## config.mk

```make
export PLATFORM = sky130hd
export DESIGN_NAME = alu_mul_sequencer
export DESIGN_NICKNAME = d
export VERILOG_FILES = /design/src/rtl/alu_mul_sequencer.sv
export SDC_FILE = /design/constraint.sdc
export NUM_CORES = 1
export LEC_CHECK = 0
export BUFFER_PORTS_ARGS = -buffer_cell sky130_fd_sc_hd__buf_4
export CAP_MARGIN = 20
export CORE_ASPECT_RATIO = 0.75
export CORE_UTILIZATION = 35
export DETAILED_ROUTE_END_ITERATION = 8
export PLACE_DENSITY = 0.67
export SLEW_MARGIN = 30
export SYNTH_ARGS = -nofsm -noshare
export SYNTH_HDL_FRONTEND = slang
export SYNTH_SLANG_ARGS = --single-unit
```

## constraint.sdc

```tcl
create_clock -name clk -period 2.3 [get_ports clk]
set_input_delay 0.23 -clock clk [delete_from_list [all_inputs] [get_ports clk]]
set_output_delay 0.23 -clock clk [all_outputs]
set_load 0.1 [all_outputs]
```

## src/rtl/alu_mul_sequencer.sv

```systemverilog
// Shift-add 32x32->64 multiplier that borrows the EX-stage ALU whenever EX leaves it idle.
// Optional two's-complement support under `MULSEQ_SIGNED_EN.
module alu_mul_sequencer #(
    parameter int ITER = 32
) (
    input  logic        clk,
    input  logic        rst_n,
    input  logic        start,
    input  logic [31:0] op_a,
    input  logic [31:0] op_b,
    input  logic        is_signed,
    output logic        ready,
    output logic        done,
    output logic [31:0] product_hi,
    output logic [31:0] product_lo,
    input  logic        ex_req,
    input  logic [31:0] ex_dataA,
    input  logic [31:0] ex_dataB,
    input  logic [2:0]  ex_signal,
    output logic [31:0] alu_dataA,
    output logic [31:0] alu_dataB,
    output logic [2:0]  alu_signal,
    input  logic [31:0] alu_dataOut
);

    localparam logic [2:0] ALU_ADD = 3'b010;
    localparam logic [2:0] ALU_SUB = 3'b110;
    localparam logic [5:0] CNT_LAST = 6'(ITER - 1);

    typedef enum logic [1:0] {
        S_IDLE,
        S_RUN,
        S_DONE
    } state_t;

    state_t      state_q, state_d;
    logic [31:0] m_q, m_d;
    logic [31:0] hi_q, hi_d;
    logic [31:0] lo_q, lo_d;
    logic [5:0]  cnt_q, cnt_d;
    logic        sgn_q, sgn_d;
    logic [31:0] prod_hi_q, prod_hi_d;
    logic [31:0] prod_lo_q, prod_lo_d;

    logic        last_iter;
    logic        seq_sub;
    logic [31:0] seq_b;
    logic        b_eff31;
    logic        carry32;
    logic        s32;
    logic        consume;

`ifndef MULSEQ_SIGNED_EN
    logic unused_is_signed;
    assign unused_is_signed = is_signed;
`endif

    always_ff @(posedge clk or negedge rst_n) begin
        if (!rst_n) begin
            state_q   <= S_IDLE;
            m_q       <= '0;
            hi_q      <= '0;
            lo_q      <= '0;
            cnt_q     <= '0;
            sgn_q     <= 1'b0;
            prod_hi_q <= '0;
            prod_lo_q <= '0;
        end else begin
            state_q   <= state_d;
            m_q       <= m_d;
            hi_q      <= hi_d;
            lo_q      <= lo_d;
            cnt_q     <= cnt_d;
            sgn_q     <= sgn_d;
            prod_hi_q <= prod_hi_d;
            prod_lo_q <= prod_lo_d;
        end
    end

    always_comb begin
        state_d   = state_q;
        m_d       = m_q;
        hi_d      = hi_q;
        lo_d      = lo_q;
        cnt_d     = cnt_q;
        sgn_d     = sgn_q;
        prod_hi_d = prod_hi_q;
        prod_lo_d = prod_lo_q;

        last_iter = (cnt_q == CNT_LAST);
        seq_b     = lo_q[0] ? m_q : 32'd0;
        seq_sub   = 1'b0;
`ifdef MULSEQ_SIGNED_EN
        // Multiplier sign bit carries weight -2^31, so its partial product is subtracted.
        seq_sub   = sgn_q && last_iter && lo_q[0];
`endif
        // Bit 31 of the operand the ALU actually adds (inverted for hi + ~M + 1).
        b_eff31   = seq_sub ? ~seq_b[31] : seq_b[31];
        carry32   = (hi_q[31] & b_eff31) | ((hi_q[31] | b_eff31) & ~alu_dataOut[31]);
        s32       = carry32;
`ifdef MULSEQ_SIGNED_EN
        if (sgn_q) begin
            s32 = hi_q[31] ^ b_eff31 ^ carry32;
        end
`endif

        consume = (state_q == S_RUN) && !ex_req;

        if (consume) begin
            alu_dataA  = hi_q;
            alu_dataB  = seq_b;
            alu_signal = seq_sub ? ALU_SUB : ALU_ADD;
        end else begin
            alu_dataA  = ex_dataA;
            alu_dataB  = ex_dataB;
            alu_signal = ex_signal;
        end

        case (state_q)
            S_IDLE: begin
                if (start) begin
                    m_d     = op_a;
                    lo_d    = op_b;
                    hi_d    = '0;
                    cnt_d   = '0;
`ifdef MULSEQ_SIGNED_EN
                    sgn_d   = is_signed;
`else
                    sgn_d   = 1'b0;
`endif
                    state_d = S_RUN;
                end
            end
            S_RUN: begin
                if (consume) begin
                    hi_d  = {s32, alu_dataOut[31:1]};
                    lo_d  = {alu_dataOut[0], lo_q[31:1]};
                    cnt_d = cnt_q + 6'd1;
                    if (last_iter) begin
                        // Capture on entry to DONE so the product is valid alongside done.
                        prod_hi_d = {s32, alu_dataOut[31:1]};
                        prod_lo_d = {alu_dataOut[0], lo_q[31:1]};
                        state_d   = S_DONE;
                    end
                end
            end
            S_DONE: begin
                state_d = S_IDLE;
            end
            default: begin
                state_d = S_IDLE;
            end
        endcase
    end

    assign ready      = (state_q == S_IDLE);
    assign done       = (state_q == S_DONE);
    assign product_hi = prod_hi_q;
    assign product_lo = prod_lo_q;

endmodule

```

# ---- Word level (Yosys, flattened, before mapping)
# Cells that the tools add are included.
dict set report word_totals {
  register_bits 168
  latchBits 0
  ram_bits 0
  rom_bits 0
  in_bits 168
  out_inout_bits 133
  word_cells 44
  n_memories 0
}
dict set report classes {
  n_addsub 1
  mul 0
  n_div 0
  magnitude_cmp 0
  eq_ne 6
  n_shift 0
  muxes 17
  bitwise 5
  n_reduce_logical 8
}
# op count
set ops {}
lappend ops {{$mux 32} 7}
lappend ops {{$pmux 32 s2} 2}
lappend ops {{$mux 6} 2}
lappend ops {{$pmux 6 s2} 1}
lappend ops {{$reduce_and 3->1} 3}
lappend ops {{$add 6x1->6 const B} 1}
lappend ops {{$eq 6x5->1 const B} 1}
lappend ops {{$mux 2} 3}
lappend ops {{$ne 2x2->1 const B} 3}
lappend ops {{$pmux 2 s2} 1}
lappend ops {{$mux 3} 1}
lappend ops {{$and 1x1->1} 2}
lappend ops {{$eq 2x1->1 const B} 1}
lappend ops {{$eq 2x2->1 const B} 1}
lappend ops {{$logic_not 2->1} 1}
lappend ops {{$or 1x1->1} 2}
lappend ops {{$reduce_and 2->1} 1}
lappend ops {{$reduce_bool 2->1} 1}
lappend ops {{$logic_and 1x1->1} 1}
lappend ops {{$logic_not 1->1} 1}
lappend ops {{$not 1->1} 1}

# ---- Depth between registers and ports, before layout
# Gate-level depths: netlist (run 1).
dict set report depth {
  ltp_word 6
  ltp_mapped 6
  mapped_depth_nobuf 4
}

# ---- Least setup slack after synthesis (run 1)
# No wires, ideal clock.
dict set report synth_path {
  path_type {flip-flop to output port}
  start {reg state_q[1]}
  end {out done}
  arrival_ns 2.120
  required_time_ns 2.070
  slack_ns -0.050
  stages_incl_launch_ff 4
  path_buffers 2
  cell_sequence {dfrtp_1 -> buf_2 -> clkbuf_1 -> nor2b_1}
}
dict set report synth_via {
  elab_chain_cells 1
}
# item line
set synth_rtl {}
lappend synth_rtl {{start, declared} 36} ;# state_t state_q, state_d;
lappend synth_rtl {{start signal, assigned} 69} ;# state_q <= state_d;
lappend synth_rtl {{$eq 2x2->1} 157} ;# assign done = (state_q == S_DONE);
lappend synth_rtl {{end, declared} 13} ;# output logic done,
# No other way between the ends.

# ---- Final worst setup path (run 1)
dict set report layout_path {
  start {reg state_q[1]}
  end {out alu_dataB[25]}
}
dict set report layout_via {
  elab_chain_cells 3
}
# item line
set layout_rtl {}
lappend layout_rtl {{$eq 2x1->1} 107} ;# consume = (state_q == S_RUN) && !ex_req;
lappend layout_rtl {{$logic_and 1x1->1} 107}
lappend layout_rtl {{$mux 32} 109} ;# if (consume) begin
lappend layout_rtl {{end, declared} 21} ;# output logic [31:0] alu_dataB,
# No other way between the ends.

==> results.py, run 1 <==
metrics = {
    "cells_and_area": {
        "drive_above_1_share": 0.385,
        "area_delta_synth_final_pct": 56.5,
        "fin_util": 0.567,
        "nets": 1240,
        "fin_area_um2": 11700,
        "multi_input_area_um2": 2980,
        "fin_cells": 1367,
        "nFillCells": 1731,
        "seq_area_um2": 4200,
    },
    "worst_setup_path": {
        "start_kind": "flip-flop",
        "path_max_fanout": 22,
        "r2r_cells": 4,
        "slowest_delay_ns": 0.42,
        "cp-end-kind": "output port",
        "reg2reg_slack_ns": 0.27,
        "cp_slowest_cell": "dfrtp_1",
        "r2r_start": "state_q[1]$_DFFE_PN0P_",
        "reg2reg_to": "product_hi[9]$_DFFE_PN0P_",
        "criticalPathCategory": "reg2out",
        "crit_arrival_ns": 2.04,
        "crit_required_ns": 2.07,
        "crit_path_cell_trace": "buf_4 > nor3b_4 > buf_6 > bufbuf_16 > nand3_1 > nand2_2 > buf_12",
    },
    "logic_synthesis": {
        "synth_top_area_share": 0.564,
        "ys_seq_area_frac": 0.564,
        "ys_warn_count": 0,
        "synth_common_cells": "257 x nand2_1, 168 x dfrtp_1, 49 x mux2_1",
        "syn-cell-area_um2": 7450,
        "synthTopCellsByArea": "dfrtp_1 56%, nand2_1 13%, mux2_1 7.4%",
        "ys_types": 30,
        "yosysTopAreaCell": "dfrtp_1",
        "postSynthCellCount": 750,
        "synth-seq-cells": 168,
        "synth_top_family_by_area": "simple AND/OR/NAND/NOR gates",
        "synth_compound_area_frac": 0.100,
        "synth_edf_count": 0,
        "synthAdderAreaFrac": 0.00168,
        "syn_nets": 919,
        "synth_simple_gate_area_frac": 0.183,
        "synth_xor_area_frac": 0,
        "async_flop_share": 1.00,
        "syn_avg_cell_area_um2": 9.94,
        "synthMuxAreaShare": 0.0997,
        "synthFlopType": "dfrtp_1",
        "yosysMostFrequentCell": "nand2_1",
    },
    "sta": {
        "fin_worst_skew_ns": 0.00794,
        "grt_setup_unrepaired": "true",
        "setup_viol": 0,
        "worstMarginPinSlew_ns": 0.499,
        "setup_ws_ns": 0.0256,
        "clock.fmax_mhz": 440,
        "max-slew-margin-rel": 0.666,
        "period_needed_ns": 2.27,
        "post-route-period-util": 0.989,
        "final_hold_viol_count": 0,
        "finalMaxSlewViolations": 0,
    },
    "detailed_routing": {
        "drtPass1Iterations": 4,
        "drt_iter0_markers": 346,
        "drc": 0,
        "via_per_inst": 4.77,
        "vias": 6514,
        "wire_per_inst_um": 16.0,
        "detail_route.wirelength_um": 21800,
        "ant_nets": 0,
    },
    "clock_tree": {
        "cts.sinks": 168,
        "path_clk_slew_ns": 0.07,
        "insertion_delay_ns": 0.42,
        "h-tree-depth": 4,
        "clockBufferDepth": 2,
        "root_buffer": "clkbuf_16",
        "cts_tree": "built",
        "cts_made_buffers": 17,
    },
    "run_status": {
        "outcome": "finished, final reports clean",
    },
    "floorplan": {
        "placementRows": 45,
        "dieHeight_um": 128,
        "die-width_um": 171,
        "io_pins": 301,
        "start_util": 0.363,
        "core_region_area_um2": 20600,
        "die_area_um2": 21900,
    },
    "pwr": {
        "power_leakage_nw": 6.10,
        "peakVddDrop_uv": 693,
        "power.density_nw_per_um2": 1350,
        "finalPower_mw": 15.7,
    },
    "global_route": {
        "grt_max_degree": 74,
        "grt_first_pass_wirelength_um": 33200,
        "gr-total-overflow": 0,
        "grt_pass1_vias": 6390,
        "grt_usage": 0.196,
        "antenna_found_initial": 1,
    },
    "min_path": {
        "hold_start": "op_a[23]",
        "holdPathStages": 3,
        "hold_end": "m_q[23]$_DFFE_PN0P_",
        "hold_path_class": "in2reg",
    },
    "placement": {
        "dp_slack_ns": 0.223,
        "port_buffers": 299,
        "dp_cells": 1300,
        "placedInstanceArea_um2": 10100,
        "gp_congestion": 0.787,
        "place_hpwl_um": 14900,
    },
    "run": {
        "cap_violations": 0,
    },
}
[cells in the final DEF, fill, tap and decap left out, drive strengths merged, types with 4 or more instances in the layout]
| cell | synthesis | layout |
|---|---|---|
| a22o | 25 | 25 |
| inv | 33 | 42 |
| a22oi | 31 | 31 |
| dfrtp | 168 | 168 |
| a21o | 9 | 9 |
| nand3 | 36 | 36 |
| nand2 | 257 | 257 |
| clkbuf | 39 | 18 |
| nand2b | 4 | 4 |
| o21ai | 34 | 34 |
| a21oi | 7 | 7 |
| mux2 | 66 | 66 |
| dlygate4sd3 | 0 | 32 |
| nor4bb | 8 | 8 |
| buf | 15 | 323 |
[flip-flops by register name (all words and copies together) (netlist names)]
signal	flops
lo_q	32
product_lo	32
product_hi	32
m_q	32
state_q	2
hi_q	32
cnt_q	6
[layer usage]
metal / global-route usage / wire (um)
met5: 0 / 0
met4: 0.0482 / 240
met3: 0.0618 / 1760
met2: 0.324 / 10300
met1: 0.249 / 9490
[cell type report]
type | instances | area share
timing repair buffer | 356 | 0.290
clock inverter | 14 | 0.0156
inverter | 33 | 0.0106
clock buffer | 18 | 0.0377
tap | 282 | 0.0303
sequential | 168 | 0.360
antenna | 1 | 0.000215
multi-input combinational | 495 | 0.256
[worst max-delay path: cells and delay by family (launching register included)]
kind,cells,cell delay [ns]
flops,1,0.42
simple gates,3,0.39
buf+inv,4,0.81
[logic make-up (layout without fill, tap and decap cells)]
logic type | after synthesis | after routing
AOI/OAI and AO/OA | 109 | 109
adders and majority gates | 1 | 1
buffers and inverters | 87 | 421
DFF | 168 | 168
muxes | 66 | 66
other | 0 | 1
and+or+nand+nor | 319 | 319
[timing repair]
action	in CTS	in global routing
setup endpoints to repair	67	66
resized for setup	53	85
buffers inserted	1	0
pin swaps	1	1
hold endpoints to repair	68	0
hold buffers	32	0
gates cloned	1	0
[stage by stage]
stage | TNS (ns) | hold WS [ns]
after floorplan | 0 | -0.0656
after CTS | 0 | 0.00368
after global placement | 0 | 0.173
after global routing | -1.23 | 0.0115
final | 0 | 0.0221
after detailed placement | 0 | 0.176
[worst max-delay path by stage]
| stage | start | to | slack, ns | depth (start not counted) |
|---|---|---|---|---|
| floorplan | state_q[1]$_DFFE_PN0P_ | alu_dataB[2] | 0.03 | 6 |
| global placement | state_q[1]$_DFFE_PN0P_ | alu_dataA[11] | 0.27 | 6 |
| detailed placement | state_q[1]$_DFFE_PN0P_ | alu_dataA[11] | 0.22 | 6 |
| CTS | state_q[1]$_DFFE_PN0P_ | alu_dataA[21] | 0.0007 | 7 |
| global route | state_q[1]$_DFFE_PN0P_ | alu_dataB[25] | -0.09 | 7 |
| finish | state_q[1]$_DFFE_PN0P_ | alu_dataB[25] | 0.03 | 7 |
[report_power, final]
part / internal (mW) / switching [mW]
Sequential: 3.92 / 0.597
Clock: 1.69 / 1.32
Combinational: 2.32 / 5.85
Total: 7.93 / 7.76
Power figures use the tool's default switching activity.
==> inputs of run 2 (changes only) <==
Settings changed: CORE_MARGIN from default to 2, REMOVE_ABC_BUFFERS from default to 1.
==> run 2 against run 1 <==
  * Critical path depth shrank 3
  * Die area grew 2.7%
  * Sequential cell count is the same
  * Clock skew grew 0.00096 ns
  * Global-route usage shrank 0.85 points
  * Hold slack gained 0.0054 ns
  * Worst setup slack gained 0.039 ns
  * Register-to-register slack lost 0.02 ns
  * Clock-buffer cell count grew 2
  * Largest cell class unchanged
  * Largest power group unchanged
==> results.py, run 2 (synthesis results as in run 1) <==
metrics = {
    "sta": {
        "final_hold_viol_count": 0,
        "worstMarginPinSlew_ns": 0.567,
        "post-route-period-util": 0.972,
        "clock.fmax_mhz": 447,
        "setup_viol": 0,
        "period_needed_ns": 2.24,
        "max-slew-margin-rel": 0.622,
        "setup_ws_ns": 0.0648,
        "fin_worst_skew_ns": 0.00890,
        "finalMaxSlewViolations": 0,
        "grt_setup_unrepaired": "true",
    },
    "floorplan": {
        "io_pins": 301,
        "core_region_area_um2": 21000,
        "placementRows": 46,
        "start_util": 0.355,
        "die_area_um2": 22500,
        "die-width_um": 173,
        "dieHeight_um": 130,
    },
    "detailed_routing": {
        "drt_iter0_markers": 307,
        "vias": 6420,
        "ant_nets": 0,
        "via_per_inst": 4.69,
        "drtPass1Iterations": 4,
        "drc": 0,
        "detail_route.wirelength_um": 21300,
        "wire_per_inst_um": 15.6,
    },
    "cells_and_area": {
        "final_common_cell": "buf_4",
        "final_cell_mix": "284 x buf_4, 257 x nand2_1, 168 x dfrtp_1",
        "nets": 1238,
        "drive_above_1_share": 0.347,
        "antenna_cells": 0,
        "area_delta_synth_final_pct": 50.1,
    },
    "global_route": {
        "antenna_found_initial": 0,
        "gr-total-overflow": 0,
        "grt_pass1_vias": 6163,
        "grt_first_pass_wirelength_um": 33400,
        "grt_usage": 0.187,
        "grt_max_degree": 74,
    },
    "run_status": {
        "outcome": "finished, final reports clean",
    },
    "min_path": {
        "hold_path_class": "in2reg",
    },
    "clock_tree": {
        "cts_made_buffers": 17,
        "cts.sinks": 168,
        "h-tree-depth": 4,
        "path_clk_slew_ns": 0.06,
        "root_buffer": "clkbuf_16",
        "insertion_delay_ns": 0.42,
        "cts_tree": "built",
        "clockBufferDepth": 2,
    },
    "worst_setup_path": {
        "criticalPathCategory": "reg2out",
        "crit_required_ns": 2.07,
        "crit_arrival_ns": 2.01,
        "path_max_fanout": 73,
        "cp-end-kind": "output port",
        "start_kind": "flip-flop",
    },
    "pwr": {
        "power_leakage_nw": 5.98,
        "finalPower_mw": 15.2,
        "power.density_nw_per_um2": 1360,
        "peakVddDrop_uv": 637,
    },
    "placement": {
        "port_buffers": 299,
        "place_hpwl_um": 14600,
        "gp_congestion": 0.830,
        "dp_slack_ns": 0.285,
    },
    "run": {
        "cap_violations": 0,
    },
}
run 2: where the power goes:
part           switching (mW)  internal (mW)
sequential              0.598           3.92
clock                    1.23           1.65
combinational            5.74           2.03
total                    7.57           7.60
run 2: area by class of cell:
| type | count | area [um^2] |
|---|---|---|
| clock inverter | 11 | 138 |
| tap | 288 | 360 |
| inverter | 33 | 124 |
| clock buffer | 20 | 447 |
| multi-input combinational | 495 | 2890 |
| timing repair buffer | 354 | 3030 |
| sequential | 168 | 4200 |
| fill | 1916 | 9820 |
run 2: what timing repair did:
| item | in CTS | in global routing |
|---|---|---|
| hold endpoints to repair | 84 | 0 |
| hold buffers | 31 | 0 |
| cloned | 1 | 0 |
| endpoints found under the setup margin | 67 | 62 |
| buffers inserted | 1 | 1 |
| gates resized for setup | 5 | 43 |
run 2: critical path: stages, from the launching register on:
cell and delay [ns]:
dfrtp_1 0.42, or3b_4 0.44, buf_8 0.24, and2_1 0.22
buf_4 0.23
run 2: metal layers:
metal	wire (um)	global-route usage	vias to the layer above
met4	289	0.0468	0
li1	-	-	3141
met5	0	0	-
met3	1960	0.0796	19
met2	9900	0.299	209
met1	9210	0.237	3051
run 2: path summary, 6_finish.rpt:
kind                                        start                         end  slack, ns  depth (start not counted)
max in group asynchronous                   rst_n         lo_q[5]$_DFFE_PN0P_       1.23                          3
min in group asynchronous                   rst_n  product_lo[24]$_DFFE_PN0P_       0.34                          2
min                                      op_a[18]         m_q[18]$_DFFE_PN0P_       0.03                          3
min reg2reg                    m_q[2]$_DFFE_PN0P_          m_q[2]$_DFFE_PN0P_       0.47                          2
max                        state_q[1]$_DFFE_PN0P_               alu_signal[0]       0.06                          4
max reg2reg                state_q[1]$_DFFE_PN0P_  product_hi[22]$_DFFE_PN0P_       0.25                          4
run 2: stage by stage:
step	std cells	cell area (um^2)	util	hold slack [ns]	setup TNS, ns
3_3_place_gp	1304	10100	0.479	0.247	0
3_5_place_dp	1304	10100	0.479	0.248	0
5_1_grt	1369	11200	0.533	0.0109	-0.177
6_report	1369	11200	0.533	0.0275	0
2_1_floorplan	696	7190	-	-0.0656	-883.67
4_1_cts	1368	11000	0.524	0.00599	0
